### src/rtl/fifo_tx_param.sv
`default_nettype none
// ============================================================================
//  Module      : fifo_tx_param
//  Description : Parametrised synchronous transmit FIFO for the SpaceWire TX
//                path. Buffers N-Char words between the host writer and the
//                TX encoder, with almost-full/almost-empty thresholds, sticky
//                overflow/underflow flags, synchronous flush and a selectable
//                standard or first-word-fall-through read port.
//  Revision    : 1.0  - initial release
// ============================================================================
module fifo_tx_param #(
    parameter int DWIDTH     = 9,
    parameter int AWIDTH     = 6,
    parameter int AFULL_LVL  = 56,
    parameter int AEMPTY_LVL = 4,
    parameter int FWFT       = 0
) (
    input  logic              clock,
    input  logic              reset,
    input  logic              wr_en,
    input  logic [DWIDTH-1:0] data_in,
    input  logic              rd_en,
    input  logic              flush,
    input  logic              clr_err,
    output logic [DWIDTH-1:0] data_out,
    output logic              write_tx,
    output logic              f_full,
    output logic              f_empty,
    output logic              f_afull,
    output logic              f_aempty,
    output logic [AWIDTH:0]   counter,
    output logic              overflow,
    output logic              underflow
);

    localparam int              c_DEPTH_N = 2 ** AWIDTH;
    localparam logic [AWIDTH:0] c_DEPTH   = (AWIDTH + 1)'(c_DEPTH_N);
    localparam logic [AWIDTH:0] c_AFULL   = (AWIDTH + 1)'(AFULL_LVL);
    localparam logic [AWIDTH:0] c_AEMPTY  = (AWIDTH + 1)'(AEMPTY_LVL);
    localparam logic [AWIDTH:0] c_CNT_ONE = (AWIDTH + 1)'(1);
    localparam logic [AWIDTH-1:0] c_PTR_ONE = AWIDTH'(1);

    // Storage is deliberately left without reset so it maps onto RAM.
    logic [DWIDTH-1:0] r_mem [c_DEPTH_N];

    logic [AWIDTH-1:0] r_wr_ptr;
    logic [AWIDTH-1:0] r_rd_ptr;
    logic [AWIDTH:0]   r_counter;
    logic              r_full;
    logic              r_empty;
    logic              r_afull;
    logic              r_aempty;
    logic              r_overflow;
    logic              r_underflow;

    logic              w_wa;
    logic              w_ra;
    logic              w_ov_set;
    logic              w_uv_set;
    logic [AWIDTH:0]   w_cnt_next;

    // Accept qualification: flush overrides both ports, and a full/empty FIFO
    // rejects the request regardless of activity on the other port.
    always_comb begin
        w_wa     = wr_en && !r_full  && !flush;
        w_ra     = rd_en && !r_empty && !flush;
        w_ov_set = wr_en &&  r_full  && !flush;
        w_uv_set = rd_en &&  r_empty && !flush;
    end

    // Next occupancy; every flag below is derived from this value so that the
    // registered flags always agree with the registered counter.
    always_comb begin
        w_cnt_next = r_counter;
        if (flush) begin
            w_cnt_next = '0;
        end else if (w_wa && !w_ra) begin
            w_cnt_next = r_counter + c_CNT_ONE;
        end else if (w_ra && !w_wa) begin
            w_cnt_next = r_counter - c_CNT_ONE;
        end
    end

    // Write port into the storage array.
    always_ff @(posedge clock) begin
        if (w_wa) begin
            r_mem[r_wr_ptr] <= data_in;
        end
    end

    // Pointers wrap naturally at DEPTH because they are exactly AWIDTH wide.
    always_ff @(posedge clock or negedge reset) begin
        if (!reset) begin
            r_wr_ptr <= '0;
            r_rd_ptr <= '0;
        end else if (flush) begin
            r_wr_ptr <= '0;
            r_rd_ptr <= '0;
        end else begin
            if (w_wa) begin
                r_wr_ptr <= r_wr_ptr + c_PTR_ONE;
            end
            if (w_ra) begin
                r_rd_ptr <= r_rd_ptr + c_PTR_ONE;
            end
        end
    end

    // Occupancy counter and status flags, all registered from the next count.
    always_ff @(posedge clock or negedge reset) begin
        if (!reset) begin
            r_counter <= '0;
            r_full    <= 1'b0;
            r_empty   <= 1'b1;
            r_afull   <= 1'b0;
            r_aempty  <= 1'b1;
        end else begin
            r_counter <= w_cnt_next;
            r_full    <= (w_cnt_next == c_DEPTH);
            r_empty   <= (w_cnt_next == '0);
            r_afull   <= (w_cnt_next >= c_AFULL);
            r_aempty  <= (w_cnt_next <= c_AEMPTY);
        end
    end

    // Sticky error flags; a new error in the clearing cycle keeps the flag set.
    always_ff @(posedge clock or negedge reset) begin
        if (!reset) begin
            r_overflow  <= 1'b0;
            r_underflow <= 1'b0;
        end else begin
            if (w_ov_set) begin
                r_overflow <= 1'b1;
            end else if (clr_err) begin
                r_overflow <= 1'b0;
            end
            if (w_uv_set) begin
                r_underflow <= 1'b1;
            end else if (clr_err) begin
                r_underflow <= 1'b0;
            end
        end
    end

    generate
        if (FWFT == 0) begin : g_std_read
            logic [DWIDTH-1:0] r_data_out;
            logic              r_write_tx;

            // Registered read: the word appears one cycle after the pop,
            // flagged by a single-cycle write_tx pulse; data holds otherwise.
            always_ff @(posedge clock or negedge reset) begin
                if (!reset) begin
                    r_data_out <= '0;
                    r_write_tx <= 1'b0;
                end else begin
                    r_write_tx <= w_ra;
                    if (w_ra) begin
                        r_data_out <= r_mem[r_rd_ptr];
                    end
                end
            end

            assign data_out = r_data_out;
            assign write_tx = r_write_tx;
        end else begin : g_fwft_read
            // Head of queue is presented directly; it is forced to zero while
            // empty so the port reads as zero after reset or flush instead of
            // exposing stale or uninitialised storage.
            assign data_out = r_empty ? '0 : r_mem[r_rd_ptr];
            assign write_tx = !r_empty;
        end
    endgenerate

    assign f_full    = r_full;
    assign f_empty   = r_empty;
    assign f_afull   = r_afull;
    assign f_aempty  = r_aempty;
    assign counter   = r_counter;
    assign overflow  = r_overflow;
    assign underflow = r_underflow;

endmodule
`default_nettype wire
### config.mk
export PLATFORM = sky130hd
export DESIGN_NAME = fifo_tx_param
export DESIGN_NICKNAME = d
export VERILOG_FILES = /design/src/rtl/fifo_tx_param.sv
export SDC_FILE = /design/constraint.sdc
export NUM_CORES = 1
export LEC_CHECK = 0
export CAP_MARGIN = 20
export CELL_PAD_IN_SITES_DETAIL_PLACEMENT = 1
export CELL_PAD_IN_SITES_GLOBAL_PLACEMENT = 1
export CORE_MARGIN = 4
export CORE_UTILIZATION = 40
export DETAILED_ROUTE_END_ITERATION = 10
export PLACE_DENSITY = 0.73
export REMOVE_ABC_BUFFERS = 1
export SLEW_MARGIN = 20
export SYNTH_ARGS = -nofsm -noshare
export SYNTH_HDL_FRONTEND = slang
export SYNTH_SLANG_ARGS = --single-unit
### constraint.sdc
create_clock -name clock -period 2.5 [get_ports clock]
set_input_delay 0.5 -clock clock [delete_from_list [all_inputs] [get_ports clock]]
set_output_delay 0.5 -clock clock [all_outputs]
set_load 0.1 [all_outputs]
==> results of run 1 <==
==> power groups by stage <==
stage	combinational (W)	sequential (W)	clock [W]
3_3_place_gp	0.00419	0.0118	0
4_1_cts	0.00431	0.0116	0.00926
5_1_grt	0.00461	0.0116	0.00969
3_5_place_dp	0.00428	0.0118	0
6_report	0.00436	0.0116	0.00908
2_1_floorplan	0.00180	0.0129	0
==> final timing paths <==
| kind | startpoint | end | slack, ps | cells past startpoint |
|---|---|---|---|---|
| worst max-delay path | r_rd_ptr[0] | data_out[0] | 120 | 8 |
| worst min register to register | overflow | overflow | 540 | 2 |
| max in group asynchronous | reset | f_empty | 1400 | 3 |
| min in group asynchronous | reset | counter[0] | 420 | 2 |
| worst max register to register | r_rd_ptr[0] | data_out[0] | 120 | 8 |
| worst min-delay path | data_in[6] | r_mem[38][6] | 350 | 1 |
==> flip-flops by register name, summed over array words and instances, names as in the netlist <==
name       count
r_mem        576
data_out       9
counter        7
r_rd_ptr       6
r_wr_ptr       6
f_aempty       1
f_afull        1
f_empty        1
f_full         1
overflow       1
underflow      1
write_tx       1
==> repair_timing <==
item / in CTS / in global routing
hold buffers: 1 / 0
resized for setup: 0 / 2
setup endpoints to repair: 0 / 5
buffers inserted: 0 / 3
hold endpoints to repair: 23 / 0
==> final cells by class <==
class                      count  share of cell area [%]
sequential                   611                    64.1
tap                          773                    3.41
timing repair buffer         199                    6.24
clock buffer                  71                    5.36
inverter                       6                  0.0794
multi-input combinational    527                    19.2
clock inverter                39                    1.54
==> stage by stage <==
step	TNS (ps)	cells	cell area, um^2	hold slack (ps)	power (W)
global placement	-4270	2111	26300	520	0.0160
detailed placement	-15530	2111	26300	538	0.0161
CTS	0	2222	28300	320	0.0252
floorplan	-62030	1144	23600	204	0.0147
finish	0	2226	28400	347	0.0250
global route	0	2226	28400	323	0.0259
==> placed cells by master, fill, tap and decap left out, types with 5 or more instances in the layout <==
| cell type | Yosys | layout |
|---|---|---|
| xnor2_1 | 5 | 5 |
| mux4_2 | 132 | 132 |
| clkbuf_16 | 0 | 59 |
| nand4_1 | 11 | 11 |
| a22oi_1 | 30 | 30 |
| clkinv_1 | 1 | 13 |
| clkinv_2 | 0 | 11 |
| nand3_1 | 15 | 15 |
| buf_2 | 24 | 10 |
| buf_12 | 0 | 20 |
| nor3_1 | 6 | 6 |
| nor2_1 | 98 | 98 |
| xor2_1 | 6 | 6 |
| a21oi_1 | 20 | 20 |
| inv_1 | 5 | 5 |
| o221ai_1 | 8 | 8 |
| dfrtp_1 | 33 | 30 |
| clkbuf_1 | 21 | 11 |
| buf_4 | 13 | 162 |
| nand2_1 | 55 | 55 |
| a31oi_1 | 8 | 8 |
| edfxtp_1 | 576 | 576 |
| mux2i_1 | 69 | 68 |
| nand2b_1 | 10 | 10 |
| bufinv_16 | 0 | 9 |
| nor2b_1 | 10 | 10 |
==> Yosys cell counts (all sizes together) (6+ instances only) <==
cell type / count / area [um^2]
edfxtp: 576 / 17300
mux4: 132 / 2970
nor2: 99 / 374
mux2i: 70 / 704
nand2: 55 / 206
buf: 45 / 278
dfrtp: 33 / 826
a22oi: 30 / 225
clkbuf: 21 / 78.8
a21oi: 20 / 100
nand3: 15 / 75.1
nand4: 11 / 68.8
nand2b: 10 / 62.6
nor2b: 10 / 62.6
a31oi: 8 / 50.1
o221ai: 8 / 70.1
nor3: 7 / 40.0
xor2: 6 / 52.6
==> per-layer routing <==
layer,vias to the layer above,share of wire [%],track usage [%]
li1,5309,-,-
met1,6695,41,26.0
met2,437,50,31.4
met3,74,6.4,3.59
met4,0,2.2,4.78
met5,-,0,0
==> cells by family (layout without fill, tap and decap cells) <==
logic type | Yosys count | in the layout | synth area share (%)
DFF | 611 | 611 | 75.7
adders and majority gates | 4 | 4 | 0.208
and+or+nand+nor | 226 | 226 | 4.31
buffers and inverters | 72 | 315 | 1.58
AOI/OAI and AO/OA | 83 | 83 | 2.42
xor gates and xnor gates | 11 | 11 | 0.401
muxes | 203 | 203 | 15.4
==> flow_summary.json, run 1 <==
{
  "cts_root_buf": "clkbuf_16",
  "syn_inst": 1210,
  "die_w_um": 253,
  "gp_congestion": 0.855,
  "p_int_w": 0.0183,
  "io_pins": 38,
  "antenna_cells": 0,
  "slew_viol_final": 0,
  "finalHoldViolCount": 0,
  "clkPwrFrac_pct": 36.3,
  "cts_tree": "built",
  "path_buf_inv": 3,
  "port_buffers": 37,
  "fin_util_pct": 47.9,
  "p_seq_share_pct": 46.3,
  "grt_pass1_wl_mm": 89.9,
  "area_growth_pct": 18.1,
  "fin_crit_ps": 2380,
  "synth_ff_type": "edfxtp_1",
  "cp_slowest_cell": "mux4_2",
  "ant_nets": 0,
  "cpLargestDelayFamily": "multiplexers",
  "fin_skew_ps": 24.2,
  "dpl_worst_slack_ps": -161,
  "powerDensity_nw_per_um2": 883,
  "dr.pass1.iters": 7,
  "synthArstFlopShare_pct": 5.73,
  "ys_ff_latch": 611,
  "ctsLongestPathBuffers": 3,
  "cp_max_fo": 17,
  "cts_buffers": 58,
  "clkSlewWorstSetupHoldPaths_ps": 60,
  "drive_above_1_share_pct": 29.3,
  "vias": 12500,
  "critPathLaunchType": "register",
  "grt.total_usage_pct": 18.9,
  "grt_pass1_vias": 13400,
  "leakage_nw": 9.06,
  "rsz0062_at_grt": "no",
  "regArea_um2": 18200,
  "fin_ws_ps": 118,
  "setup_viol": 0,
  "worst_pin_slew_ps": 788,
  "critPathRequiredTime_ps": 3000,
  "overflow": 0,
  "num_rows": 89,
  "wl_per_cell_um": 27.1,
  "die_height_um": 253,
  "ys_types": 55,
  "grt_max_degree": 65,
  "status": "complete, no violations",
  "vias_per_cell": 5.62,
  "yosysSeqAreaShare_pct": 75.7,
  "htreeDepth": 2,
  "cp.arrival_ps": 2880,
  "timing.fmax_mhz": 420,
  "final_nets": 1422,
  "cts.sinks": 611,
  "hp-class": "input port to register",
  "worstSkewPairLatency_ps": 630,
  "p_switching_w": 0.00671,
  "initial_utilization_pct": 40.5,
  "first_iter_violations": 1163,
  "max_cap_violations": 0,
  "synthesis.area_um2": 24000,
  "antenna_found_initial": 1,
  "synth_warnings": 0,
  "n_fill_cell": 5494,
  "multiInputGateArea_um2": 5460,
  "synth_edf_count": 576,
  "crit_chain": "buf_12 > buf_16 > buf_4 > mux4_2 > a22oi_1 > nand4_1 > a21oi_1 > nor2_1",
  "slew_headroom_pct": 47.4,
  "synth.avg_cell_area_um2": 19.8,
  "max_stage_delay_ps": 550,
  "hpwlAfterDp_mm": 39.2,
  "pwr-share-comb_pct": 17.4,
  "coreArea_um2": 59200,
  "drc_errors": 0,
  "dieArea_um2": 64000,
  "end_kind": "register",
  "ir_worst_vdd_mv": 0.555,
  "power_switching_share_pct": 26.8,
  "wl_mm": 60.3,
  "finalCritPeriodShare_pct": 95.3,
  "crit_type": "register to register"
}
Power figures use the tool's default switching activity.
==> run 2: changes to the inputs <==
--- a/config.mk
+++ b/config.mk
@@ -11,7 +11,8 @@
 export CORE_MARGIN = 4
 export CORE_UTILIZATION = 40
 export DETAILED_ROUTE_END_ITERATION = 10
-export PLACE_DENSITY = 0.73
+export DONT_BUFFER_PORTS = 1
+export PLACE_DENSITY = 0.72
 export REMOVE_ABC_BUFFERS = 1
 export SLEW_MARGIN = 20
 export SYNTH_ARGS = -nofsm -noshare
==> run 2 against run 1 <==
- clock power fell by 5.0%
- final cell count is 1.7% lower
- highest routed layer unchanged
- largest power group unchanged
- cell area is 1.1% lower
- critical path type unchanged
==> flow_summary.json, run 2 (synthesis results as in run 1) <==
{
  "wl_mm": 58.6,
  "cts.sinks": 611,
  "vias": 12300,
  "overflow": 0,
  "slew_viol_final": 0,
  "cts_root_buf": "clkbuf_16",
  "finalHoldViolCount": 0,
  "clkSlewWorstSetupHoldPaths_ps": 60,
  "grt_pass1_vias": 13300,
  "fin_skew_ps": 15.5,
  "die_w_um": 253,
  "area_growth_pct": 16.8,
  "finalCritPeriodShare_pct": 97.5,
  "final_nets": 1385,
  "htreeDepth": 2,
  "timing.fmax_mhz": 410,
  "ctsLongestPathBuffers": 3,
  "first_iter_violations": 1205,
  "die_height_um": 253,
  "hold_slack_ps": 40.2,
  "final_common_cell": "edfxtp_1",
  "antenna_found_initial": 2,
  "mostFrequentLayoutCells": "edfxtp_1 (576), mux4_2 (132), buf_4 (132)",
  "slew_headroom_pct": 39.1,
  "port_buffers": 0,
  "cts_buffers": 60,
  "grt_max_degree": 65,
  "grt_pass1_wl_mm": 88.1,
  "dr.pass1.iters": 5,
  "max_cap_violations": 0,
  "largest_register_ffs": 576,
  "initial_utilization_pct": 40.5,
  "hpwlAfterDp_mm": 36.1,
  "io_pins": 38,
  "tns_ps": 0,
  "dieArea_um2": 64000,
  "crit_type": "register to register",
  "critPathLaunchType": "register",
  "cts_tree": "built",
  "worstSkewPairLatency_ps": 630,
  "regMostFlops": "r_mem",
  "wl_per_cell_um": 26.8,
  "gp_congestion": 0.842,
  "fin_util_pct": 47.3,
  "drive_above_1_share_pct": 27.2,
  "hp-class": "input port to register",
  "critPathRequiredTime_ps": 3000,
  "rsz0062_at_grt": "yes",
  "vias_per_cell": 5.61,
  "leakage_nw": 8.85,
  "ant_nets": 0,
  "setup_viol": 0,
  "drc_errors": 0,
  "powerDensity_nw_per_um2": 873,
  "status": "complete, no violations",
  "fin_crit_ps": 2440,
  "coreArea_um2": 59200,
  "ir_worst_vdd_mv": 0.520,
  "worst_pin_slew_ps": 913,
  "cp.arrival_ps": 2940,
  "grt.total_usage_pct": 18.5,
  "num_rows": 89,
  "cp_max_fo": 23,
  "end_kind": "register"
}
-- run 2: cell types whose count changed in the layout (fill, tap and decap cells not counted), sizes merged --
cell / delta
inv: -2
buf: -37
bufinv: -5
clkinvlp: -1
clkdlybuf4s50: -4
clkinv: +3
dlygate4sd3: +3
diode: +1
clkbuf: +5
-- run 2: worst paths after layout --
check | slack, ps | depth (start not counted) | end | startpoint
setup reg to reg | 60 | 7 | data_out[0] | r_rd_ptr[0]
max in group asynchronous | 1920 | 2 | f_aempty | reset
hold reg to reg | 590 | 1 | counter[6] | counter[6]
hold / removal | 40 | 2 | underflow | rd_en
min in group asynchronous | 330 | 2 | overflow | reset
setup / recovery | 60 | 7 | data_out[0] | r_rd_ptr[0]
-- run 2: routing by layer --
metal / wire (um) / global-route usage (%) / vias to the layer above
met5: 0 / 0 / -
met4: 1800 / 5.83 / 0
met3: 4270 / 4.51 / 113
met2: 28300 / 29.9 / 418
met1: 24300 / 25.2 / 6509
li1: - / - / 5235
-- run 2: power breakdown --
part | switching, W | internal (W)
Combinational | 0.00259 | 0.00162
Clock | 0.00377 | 0.00487
Sequential | 0.000258 | 0.0114
Total | 0.00661 | 0.0179
-- run 2: what timing repair did --
item / 4_1_cts / 5_1_grt
buffers inserted: 0 / 0
hold buffers: 15 / 0
setup endpoints to repair: 0 / 12
gates resized for setup: 0 / 2
endpoints found under the hold margin: 610 / 0
-- run 2: worst max-delay path, cell delays in order (launching register included) --
cell     delay [ps]
dfrtp_4         530
buf_12          250
buf_12          160
mux4_2          500
mux2i_1         340
nand2_1         110
a31oi_1         310
nor2_1           90
-- run 2: stage by stage --
stage	area [um^2]	worst slack [ps]	cells	total power, W
6_report	28000	62.7	2189	0.0245
5_1_grt	28000	-24.3	2188	0.0254
4_1_cts	28000	1.83	2188	0.0247
3_5_place_dp	25900	72.3	2062	0.0158
3_3_place_gp	25900	113	2062	0.0158
2_1_floorplan	23600	-3870	1144	0.0147
-- run 2: final cells by class --
type / count / area (um^2)
multi-input cells: 527 / 5460
flip-flops and latches: 611 / 18200
clock buffers: 77 / 1590
fillers: 5486 / 31200
repair buffers: 160 / 1560
inverters: 6 / 22.5
well taps: 773 / 967
diodes: 1 / 2.50
clock inverters: 34 / 263
